===== src/rtl/latch_8bit_sync.sv =====
// Byte-wide holding register that captures din on each rising edge of le.
// The edge is detected against the system clock, so the whole block is synchronous.
module latch_8bit_sync #(
    parameter int                 WIDTH       = 8,
    parameter logic [0:WIDTH-1]   RESET_VALUE = '0
) (
    input  logic               clk,
    input  logic               reset,
    input  logic               le,
    input  logic [0:WIDTH-1]   din,
    output logic [0:WIDTH-1]   dout,
    output logic               dout_stb
);

    logic               le_q;
    logic               le_d;
    logic [0:WIDTH-1]   dout_q;
    logic [0:WIDTH-1]   dout_d;
    logic               stb_q;
    logic               stb_d;
    logic               le_rise;

    always_comb begin
        le_rise = le & ~le_q;
        le_d    = le;
        dout_d  = dout_q;
        stb_d   = 1'b0;
        if (le_rise) begin
            dout_d = din;
            stb_d  = 1'b1;
        end
    end

    // le_q resets high so an le already asserted at reset release is not seen as an edge.
    always_ff @(posedge clk) begin
        if (reset) begin
            dout_q <= RESET_VALUE;
            stb_q  <= 1'b0;
            le_q   <= 1'b1;
        end else begin
            dout_q <= dout_d;
            stb_q  <= stb_d;
            le_q   <= le_d;
        end
    end

    assign dout     = dout_q;
    assign dout_stb = stb_q;

endmodule


===== config.mk =====
export PLATFORM = sky130hd
export DESIGN_NAME = latch_8bit_sync
export DESIGN_NICKNAME = d
export VERILOG_FILES = /design/src/rtl/latch_8bit_sync.sv
export SDC_FILE = /design/constraint.sdc
export NUM_CORES = 1
export LEC_CHECK = 0
export ABC_AREA = 1
export ABC_CLOCK_PERIOD_IN_PS = 1200
export CORE_UTILIZATION = 25
export DETAILED_ROUTE_END_ITERATION = 7
export GPL_TIMING_DRIVEN = 1
export HOLD_SLACK_MARGIN = 0.08
export PLACE_DENSITY = 0.57
export SLEW_MARGIN = 10
export SYNTH_ARGS = -nofsm -noshare
export SYNTH_HDL_FRONTEND = slang
export SYNTH_SLANG_ARGS = --single-unit

===== constraint.sdc =====
create_clock -name clk -period 1.2 [get_ports clk]
set_clock_uncertainty 0.2 [all_clocks]
set_input_delay 0.18 -clock clk [delete_from_list [all_inputs] [get_ports clk]]
set_output_delay 0.18 -clock clk [all_outputs]
set_load 0.02 [all_outputs]

Word-level counts from Yosys, hierarchy flattened
Cells that the tools add are included.

word-level totals
  bits in registers = 10
  input port bits = 11
  output and inout port bits = 9
  logic and storage cells = 6

operators by class
  mux-type cells = 1
  bitwise gates (word level) = 2

operators with widths
  kind              count
  AND 1 bit         1
  2-to-1 mux 1 bit  1
  NOT 1 bit         1

Logic depth before layout (Yosys ltp)
  depth after elaboration = 3
  depth in mapped cells = 5
  gate-level depth less buffers = 4

Worst setup path after synthesis
No wires, ideal clock.

  path type = reg2reg
  start point = register le_q
  end point = register dout_q (netlist bit dout[0])
  setup time = 0.064 ns
  data arrival time = 0.649 ns
  required time = 0.936 ns
  slack = 0.287 ns
  stages on the path, launching flop included = 5
  path buffers = 0
  period minus slack after synthesis = 0.913 ns
  path through = dfxtp_1 inv_2 nand3_1 nand2_1 nor2_1

between the ends
  cells in the longest elaborated chain, start to end = 2

ends and longest elaborated chain
  item                    RTL line  RTL
  start, declared         15        logic le_q;
  start signal, assigned  43        le_q <= le_d;
  NOT 1 bit               24        le_rise = le & ~le_q;
  AND 1 bit               24
  end signal, assigned    41        dout_q <= dout_d;
  end, declared           17        logic [0:WIDTH-1] dout_q;

Every way passes these cells.
A chain may end at the register's enable or synchronous reset.

Worst setup path after layout
  start point = register dout_q (netlist bit dout[1])
  end point = output port dout[1] (netlist bit)

RTL lines
  item           RTL line  RTL
  end, declared  11        output logic [0:WIDTH-1] dout,

No word-level cell between the ends.

==> flow_summary_export.csv <==
group,metric,value,unit
outcome,outcome,"finished clean",
setup_path,crit_path_top_delay_cell,"dfxtp_1",
power,power.density,1190,nW/um^2
sta,tightestPinTransition,0.228,ns
min_path,hold-path-endpoint,"dout[5]$_SDFFE_PP0P_",
yosys,synth_area_leaders,"dfxtp_1 (50%), nor2_1 (15%), nand3_1 (9.9%), nand2_1 (8.4%), inv_1 (7.5%)",
final_layout,drive_gt1_frac,0.213,
final_layout,fin_nets,93,
min_path,whs_path_depth,2,
floorplan,initial_core_util,0.267,
final_layout,diodes,0,
sta,rsz0062_at_grt,"false",
global_routing,grt_start_max_net_pins,10,
sta,period_minus_slack,1.15,ns
setup_path,worstPathRequired,0.82,ns
setup_path,cp_slowest_stage_delay,0.34,ns
yosys,syn_area_per_cell,7.07,um^2
clock_tree,cts.sinks,10,
clock_tree,h-tree-depth,1,
setup_path,reg2reg_slack,0.19,ns
global_routing,grt_pass1_vias,337,
yosys,syn-cell-area,403,um^2
sta,maxSlewViolCount,0,
clock_tree,cts_root_buf,"clkbuf_4",
setup_path,critical_path_class,"register to primary output",
sta,hold_viol,0,
yosys,ys_seq_elements,10,
floorplan,core_area,1510,um^2
clock_tree,cts_buffer_depth,2,
clock_tree,cts_setup_buffers,0,
power,vdd_ir_drop_max,324,uV
setup_path,crit_path_start,"dout[1]$_SDFFE_PP0P_",
final_layout,final_common_cell,"nor2_1",
setup_path,crit_fanout,2,
sta,hold_slack,0.276,ns
power,leakage,0.310,nW
placed_design,dp_hpwl,655,um
yosys,syn-num-nets,68,
setup_path,r2r_cells,3,
flow_run,maxCapViolCount,0,
final_layout,final_cell_mix,"nor2_1 (16), dfxtp_1 (10), clkdlybuf4s50_1 (10)",
yosys,netlist_instances,57,
final_layout,final_util,0.395,
global_routing,grt_pass1_wl,1440,um
yosys,synth_cell_type_count,10,
detailed_routing,drt_iter0_drc,2,
global_routing,grt_antenna_before_repair,0,
detailed_routing,vias,393,
placed_design,port_buffers,19,
yosys,synth-seq-area-share,0.497,
setup_path,reg2reg_from,"le_q$_SDFF_PP1_",
floorplan,rows,14,
clock_tree,cts_hold_buf,0,
detailed_routing,drc,0,
global_routing,grt.overflow.total,0,
clock_tree,path_clk_slew,0.07,ns
sta,fmax,873,MHz
detailed_routing,dr.pass1.iters,2,
setup_path,path_delay_family,"flip-flops",
yosys,synth_top_area_frac,0.497,
detailed_routing,wl,872,um
setup_path,start_kind,"register",
placed_design,place_congestion,0.676,
setup_path,worstPathCellList,"buf_2",
detailed_routing,avgRoutedWirePerCell,9.08,um
sta,period_share,0.954,
clock_tree,clk_latency,0.25,ns
global_routing,grt.total_usage,0.113,
floorplan,die-area,1780,um^2
setup_path,path_buf_inv,1,
detailed_routing,vias_per_cell,4.09,
yosys,synth_warnings,0,
setup_path,critPathArrivalTime,0.77,ns
clock_tree,cts_tree,"done",
setup_path,worstSetupEndpointType,"primary output",
sta,setup_viol,0,
min_path,hp-class,"register to register",
setup_path,r2r_end,"dout[7]$_SDFFE_PP0P_",
clock_tree,cts_buffers,3,
floorplan,die_y,42.1,um
placed_design,place_inst,93,
final_layout,syn2layout_area_growth,47.5,%
final_layout,instances_no_fill,96,
yosys,synth_top_cell_by_area,"dfxtp_1",
floorplan,io_pins,20,
detailed_routing,ant_nets,0,
sta,slew_headroom,0.847,
min_path,worst_hold_startpoint,"dout[5]$_SDFFE_PP0P_",
floorplan,fp.dieW,42.1,um
## power breakdown
group	switching, mW	leakage [nW]	internal, mW
Clock	0.111	0.0138	0.116
Sequential	0.00859	0.0820	0.349
Combinational	0.0628	0.214	0.0602
Total	0.183	0.310	0.524
## kinds of logic after synthesis
logic type | after synthesis | synth area share
AND/OR/NAND/NOR | 35 | 0.373
buffers and inverters | 12 | 0.130
flip-flops | 10 | 0.497
## how the worst max path moves through the flow
| stage | endpoint | slack (ns) | cells past startpoint |
|---|---|---|---|
| 2_1_floorplan | dout[0]$_SDFFE_PP0P_ | 0.29 | 4 |
| 3_3_place_gp | dout[2]$_SDFFE_PP0P_ | -0.16 | 4 |
| 3_5_place_dp | dout[7]$_SDFFE_PP0P_ | -0.18 | 4 |
| 4_1_cts | dout_stb | 0.002 | 1 |
| 5_1_grt | dout[1] | 0.006 | 1 |
| 6_report | dout[1] | 0.05 | 1 |
## per-layer routing
layer	wire length, um	up-vias	GRT usage
met2	384	12	0.159
met5	0	-	0
met4	14	0	0.0750
li1	-	216	-
met1	407	163	0.137
met3	65	2	0.0517
## sequential cells by signal, summed over array words and instances (netlist names)
| signal | count |
|---|---|
| dout_stb | 1 |
| dout | 8 |
| le_q | 1 |
## stage by stage
step	worst slack [ns]	setup TNS (ns)	area, um^2	power, mW
finish	0.0550	0	594	0.707
global route	0.00588	0	594	0.756
CTS	0.00177	0	601	0.719
detailed placement	-0.184	-2.37	617	0.504
global placement	-0.164	-2.09	617	0.503
floorplan	0.287	0	403	0.432
## worst min-delay path: stages, from the launching register on
cell,delay (ns)
dfxtp_1,0.32
nor2_1,0.04
nor2_1,0.08
## cell usage after synthesis
| cell | instances |
|---|---|
| nor2_1 | 16 |
| dfxtp_1 | 10 |
| nand2_1 | 9 |
| inv_1 | 8 |
| nand3_1 | 8 |
| inv_2 | 2 |
| buf_6 | 1 |
| clkinv_1 | 1 |
| nor2_4 | 1 |
| nor3_1 | 1 |
## layout make-up
cell class              instances  area (um^2)
clock buffers                   3         22.5
inverters                      11         41.3
multi-input cells              35          150
flip-flops and latches         10          200
fillers                       167          912
repair buffers                 21          160
well taps                      16         20.0
## repair_timing
action | in CTS | in global routing
hold endpoints to repair | 0 | 0
endpoints found under the setup margin | 9 | 1
resized for setup | 35 | 1
Note: power is estimated with default switching activity, not from simulation.
